`config.mk`:
```
export PLATFORM = sky130hd
export DESIGN_NAME = psm_waddr_gen
export DESIGN_NICKNAME = d
export VERILOG_FILES = /design/src/rtl/psm_waddr_gen.sv
export SDC_FILE = /design/constraint.sdc
export NUM_CORES = 1
export LEC_CHECK = 0
export CORE_UTILIZATION = 50
export CTS_CLUSTER_SIZE = 10
export DETAILED_ROUTE_END_ITERATION = 8
export GPL_ROUTABILITY_DRIVEN = 0
export PLACE_DENSITY = 0.75
export SLEW_MARGIN = 20
export SYNTH_ARGS = -nofsm -noshare
export SYNTH_HDL_FRONTEND = slang
export SYNTH_SLANG_ARGS = --single-unit
```
`constraint.sdc`:
```
create_clock -name i_clk -period 6.2 [get_ports i_clk]
set_clock_uncertainty 0.15 [all_clocks]
set_input_delay 1.24 -clock i_clk [delete_from_list [all_inputs] [get_ports i_clk]]
set_output_delay 1.24 -clock i_clk [all_outputs]
set_load 0.02 [all_outputs]
```
`src/rtl/psm_waddr_gen.sv`:
```
// psm_waddr_gen: SRAMC write-address generator for the PSM write-back path.
// Walks a run of i_n_elems elements starting at slot i_start_ofs of SRAMC
// word i_base_addr. Each issue cycle emits a contiguous slot mask that
// never straddles a FIFO word (Y elements) or an SRAMC word (SRAMC_N slots),
// and marks the FIFO pop when the current FIFO word is consumed.
//
// Ports:
//   i_clk, i_rstn          clock, async active-low reset
//   i_start                launch pulse (accepted only in IDLE)
//   i_base_addr/i_start_ofs/i_n_elems  transfer descriptor
//   i_feeder_en            global pipeline enable (stall when low)
//   i_fifo_empty           no FIFO word available
//   o_mask, o_fifo_pop     issue-cycle mask / FIFO word transition
//   o_clearbuff            element-counter clear, in the launch cycle
//   o_sramc_addr/o_sramc_wen  issue address + write enable, 2 stages late
//   o_busy, o_done         transfer status / one-cycle completion pulse
module psm_waddr_gen #(
    parameter int Y       = 3,
    parameter int SRAMC_N = 2,
    parameter int ADR_W   = 10,
    parameter int CNT_W   = 16,
    localparam int SW     = (SRAMC_N > 1) ? $clog2(SRAMC_N) : 1,
    localparam int IW     = $clog2(Y + 1)
) (
    input  logic               i_clk,
    input  logic               i_rstn,
    input  logic               i_start,
    input  logic [ADR_W-1:0]   i_base_addr,
    input  logic [SW-1:0]      i_start_ofs,
    input  logic [CNT_W-1:0]   i_n_elems,
    input  logic               i_feeder_en,
    input  logic               i_fifo_empty,
    output logic [0:SRAMC_N-1] o_mask,
    output logic               o_fifo_pop,
    output logic               o_clearbuff,
    output logic [ADR_W-1:0]   o_sramc_addr,
    output logic               o_sramc_wen,
    output logic               o_busy,
    output logic               o_done
);

    typedef enum logic [1:0] {S_IDLE, S_RUN, S_DRAIN, S_DONE} state_t;

    state_t                   state_q, state_d;
    logic [SW-1:0]            slot_q;
    logic [IW-1:0]            iw_q;
    logic [CNT_W-1:0]         rem_q;
    logic [ADR_W-1:0]         addr_q;
    logic                     drain_q;
    logic [2:1]               vld_pipe;
    logic [2:1][ADR_W-1:0]    addr_pipe;

    logic                     launch, issue, pop, slot_end;
    logic [CNT_W-1:0]         slot_ext, room_s, room_w, step, rem_nxt;
    logic [0:SRAMC_N-1]       mask;

    // A start pulse is taken in IDLE even during a stall: it is a single
    // cycle wide and would otherwise be lost.
    assign launch = (state_q == S_IDLE) && i_start;
    assign issue  = (state_q == S_RUN) && i_feeder_en && !i_fifo_empty;

    always_comb begin
        slot_ext = CNT_W'(slot_q);
        room_s   = CNT_W'(SRAMC_N) - slot_ext;
        room_w   = CNT_W'(Y) - CNT_W'(iw_q);
        step     = (room_s < room_w) ? room_s : room_w;
        if (rem_q < step) step = rem_q;
        rem_nxt  = rem_q - step;
        pop      = issue && ((CNT_W'(iw_q) + step == CNT_W'(Y)) || (rem_nxt == '0));
        slot_end = (slot_ext + step == CNT_W'(SRAMC_N));
        for (int i = 0; i < SRAMC_N; i++)
            mask[i] = issue && (CNT_W'(i) >= slot_ext) && (CNT_W'(i) < slot_ext + step);
    end

    // Every transition out of RUN/DRAIN/DONE is qualified by i_feeder_en,
    // so a stall freezes the FSM.
    always_comb begin
        state_d = state_q;
        case (state_q)
            S_IDLE:  if (i_start) state_d = (i_n_elems == '0) ? S_DONE : S_RUN;
            S_RUN:   if (issue && rem_nxt == '0) state_d = S_DRAIN;
            S_DRAIN: if (i_feeder_en && drain_q) state_d = S_DONE;
            S_DONE:  if (i_feeder_en) state_d = S_IDLE;
            default: state_d = S_IDLE;
        endcase
    end

    always_ff @(posedge i_clk or negedge i_rstn) begin
        if (!i_rstn) begin
            state_q <= S_IDLE;
            slot_q  <= '0;
            iw_q    <= '0;
            rem_q   <= '0;
            addr_q  <= '0;
            drain_q <= 1'b0;
        end else begin
            state_q <= state_d;
            if (launch) begin
                slot_q  <= i_start_ofs;
                iw_q    <= '0;
                rem_q   <= i_n_elems;
                addr_q  <= i_base_addr;
                drain_q <= 1'b0;
            end else if (issue) begin
                rem_q <= rem_nxt;
                iw_q  <= pop ? '0 : IW'(CNT_W'(iw_q) + step);
                if (slot_end) begin
                    slot_q <= '0;
                    addr_q <= addr_q + ADR_W'(1);
                end else begin
                    slot_q <= SW'(slot_ext + step);
                end
            end
            // drain_q counts the two enabled DRAIN cycles (0 then 1).
            if (state_q == S_DRAIN && i_feeder_en)
                drain_q <= ~drain_q;
        end
    end

    // Address/enable delay line matching the wdata_manager mask latency.
    always_ff @(posedge i_clk or negedge i_rstn) begin
        if (!i_rstn) begin
            vld_pipe  <= '0;
            addr_pipe <= '0;
        end else if (i_feeder_en) begin
            vld_pipe[1]  <= |mask;
            vld_pipe[2]  <= vld_pipe[1];
            addr_pipe[1] <= addr_q;
            addr_pipe[2] <= addr_pipe[1];
        end
    end

    assign o_mask       = mask;
    assign o_fifo_pop   = pop;
    // Gated by reset so every output is 0 while i_rstn is low.
    assign o_clearbuff  = i_rstn && launch;
    assign o_sramc_addr = addr_pipe[2];
    assign o_sramc_wen  = vld_pipe[2];
    assign o_busy       = (state_q != S_IDLE);
    assign o_done       = (state_q == S_DONE) && i_feeder_en;

endmodule
```
==> impl_metrics.csv <==
group,metric,value,unit
outcome,status,"complete, no violations",
floorplanning,initial_core_util,52.7,%
sta,slew_viol_final,0,
drt,dr.first_iter.drc_count,139,
logic_synthesis,yosysSeqAreaShare,42.8,%
logic_synthesis,syn_avg_cell_area,9.60,µm²
clock_network,cts_buffers,5,
logic_synthesis,syn_nets,375,
job,cap_violations,0,
drt,wl,6550,µm
critical_path,slowest_delay,0.48,ns
critical_path,crit_path_top_delay_cell,"fa_1",
drt,viasPerCell,5.62,
cells_and_area,diodes,0,
critical_path,cp.arrival,4.31,ns
clock_network,post-cts-setup-buffers,0,
grt,track_usage,20.8,%
power,p_per_area,482,nW/µm²
clock_network,cts_root_buf,"clkbuf_8",
critical_path,path_delay_family,"simple AND/OR/NAND/NOR gates",
critical_path,cp_max_fo,7,
logic_synthesis,synth_flop_cell,"dfrtp_1",
power,p_leak,1.56,nW
floorplanning,coreArea,5990,µm²
critical_path,end_kind,"output port",
logic_synthesis,ys_ff_latch,54,
logic_synthesis,synth_edf_count,0,
clock_network,clk_pin_slew,0.11,ns
critical_path,worstPathRequired,4.81,ns
hold_path,hp-start,"drain_q",
critical_path,path_cells,"nor2_2 -> inv_1 -> ha_1 -> a2111oi_0 -> nand2_1 -> mux2_2 -> ha_1 -> inv_1 -> fa_1 -> xor2_1 -> o21ai_0 -> nor4_1 -> o2111ai_2 -> nor3_2 -> o21bai_1 -> dlymetal6s2s_1",
sta,worst_pin_slew,0.775,ns
floorplanning,dieArea,6640,µm²
clock_network,h-tree-depth,2,
cells_and_area,drive_above_1_share,12.2,%
grt,grt_antenna_before_repair,0,
drt,dr_total_vias,2489,
logic_synthesis,yosys.cell_types.count,45,
logic_synthesis,syn_inst,329,
power,ir_drop,0.000230,V
sta,finalSetupViolCount,0,
clock_network,clock_latency,0.31,ns
floorplanning,die_x,81.5,µm
cells_and_area,nets,413,
logic_synthesis,async_flop_share,100,%
drt,wl_per_cell,14.8,µm
drt,drc_errors,0,
floorplanning,rows,28,
hold_path,hp-class,"flip-flop to flip-flop",
sta,post-route-period-util,92.0,%
floorplanning,die_h,81.5,µm
critical_path,crit_buf_inv,3,
drt,dr.pass1.iters,4,
placed_design,io_buffers,48,
critical_path,cp-startpoint,"slot_q",
sta,grt_setup_unrepaired,"false",
sta,fmaxAchievable,0.175,GHz
cells_and_area,area_growth,19.3,%
drt,ant_nets,0,
sta,min_period,5.70,ns
critical_path,critical_path_class,"flip-flop to output port",
clock_network,cts.path.max_buffers,2,
clock_network,cts_tree,"yes",
grt,gr-total-overflow,0,
critical_path,crit-reg2reg-launch,"slot_q",
placed_design,hpwl,4750,µm
clock_network,numClockSinks,54,
grt,grt_pass1_wl,10400,µm
grt,grt_pass1_vias,2270,
logic_synthesis,yosys_warnings,0,
logic_synthesis,netlist_area,3160,µm²
sta,hold_slack,0.359,ns
sta,fin_tns_setup,0,ns
grt,grt_max_degree,55,
critical_path,startpoint_type,"flip-flop",
floorplanning,io_pins,49,
sta,hold_viol_final,0,
sta,relSlewSlack,47.8,%
[synth_stat cells (2+ instances only)]
| cell | instances | area (µm²) |
|---|---|---|
| and2_1 | 3 | 18.8 |
| mux2_2 | 23 | 259 |
| nand3_1 | 13 | 65.1 |
| inv_1 | 9 | 33.8 |
| nor4b_1 | 3 | 26.3 |
| fa_1 | 2 | 40.0 |
| nor4_1 | 8 | 50.1 |
| nor3_1 | 9 | 45.0 |
| a21oi_1 | 5 | 25.0 |
| mux2i_1 | 4 | 40.0 |
| o41ai_1 | 3 | 26.3 |
| nand4_1 | 3 | 18.8 |
| o21ai_1 | 2 | 10.0 |
| xor2_1 | 10 | 87.6 |
| and3_1 | 2 | 12.5 |
| o21ai_0 | 30 | 150 |
| nor2_1 | 22 | 82.6 |
| clkbuf_1 | 10 | 37.5 |
| nand2_1 | 44 | 165 |
| xnor2_1 | 14 | 123 |
| nand2b_1 | 5 | 31.3 |
| ha_1 | 12 | 150 |
| o22ai_1 | 2 | 12.5 |
| buf_4 | 10 | 75.1 |
| or3_1 | 6 | 37.5 |
| dfrtp_1 | 54 | 1350 |
| buf_1 | 2 | 7.51 |
| nand3b_1 | 2 | 15.0 |
[worst reg2reg max path: cells and delay by family (launching register included)]
family	cells	cell delay (ns)
compound gates	4	0.98
fa+ha+maj	3	0.91
flops	1	0.44
mux	1	0.29
simple gates	4	1.04
xor+xnor	1	0.17
buf+inv	2	0.11
[placed cells by master (no fill, tap or decap), drive strengths merged, types with 4 or more instances in the layout]
cell type and count:
dfrtp 54, clkdlybuf4s50 46, nand2 44, o21ai 32, mux2 23, nor2 22
xnor2 14, nand3 13, ha 12, xor2 10, inv 10, nor4 9
nor3 9, or3 7, buf 7, a21oi 5, nand2b 5, clkbuf 5
mux2i 4
[logic make-up after synthesis]
group	count (synthesis)	synth area share (%)
buf+inv	32	5.23
flops	54	42.8
mux	27	9.47
fa+ha+maj	14	6.02
xor+xnor	24	6.65
simple gates	125	19.5
compound gates	53	10.3
[sequential cells by signal, summed over array words and instances, names as in the netlist]
register	flops
rem_q	16
o_sramc_addr	10
state_q	2
slot_q	1
iw_q	2
drain_q	1
vld_pipe	2
addr_q	10
addr_pipe	10
[repair_timing]
item,in CTS,in global routing
endpoints found under the setup margin,1,1
hold buffers,0,0
resized for setup,1,2
cloned,0,0
pin swaps,0,0
[per-layer routing]
layer	GRT usage, %	wire, µm
met1	30.2	3230
met2	32.3	2930
met5	0	0
met3	3.78	316
met4	4.82	73
[cell type report]
type                            count  area [µm²]
Sequential cell                    54        1350
Multi-Input combinational cell    243        1650
Timing Repair Buffer               54         523
Clock buffer                        5        68.8
Fill cell                         504        2220
Tap cell                           75        93.8
Inverter                            9        33.8
Clock inverter                      3        48.8
[path summary, 6_finish.rpt]
check	end	slack (ns)	cells after the start
max	o_fifo_pop	0.50	16
min	drain_q	0.36	1
max reg2reg	state_q[0]	2.00	15
min reg2reg	drain_q	0.36	1
max in group asynchronous	addr_pipe[6]	4.51	2
min in group asynchronous	rem_q[9]	0.93	2
[where the power goes]
part           internal, mW  switching (mW)
Sequential            0.519           0.168
Clock                 0.123           0.129
Combinational         0.418           0.458
Total                  1.06           0.756
[per-stage QoR]
stage          util (%)  instances  power, mW  area, µm²  setup slack (ns)
6_report           62.9        443       1.82       3770             0.498
4_1_cts            62.8        443       1.82       3760            0.0427
3_3_place_gp       60.8        435       1.53       3640             0.511
2_1_floorplan         -        329       1.32       3160              1.11
3_5_place_dp       60.8        435       1.56       3640             0.342
5_1_grt            62.9        443       1.95       3770             0.198
Note: power is estimated with default switching activity, not from simulation.
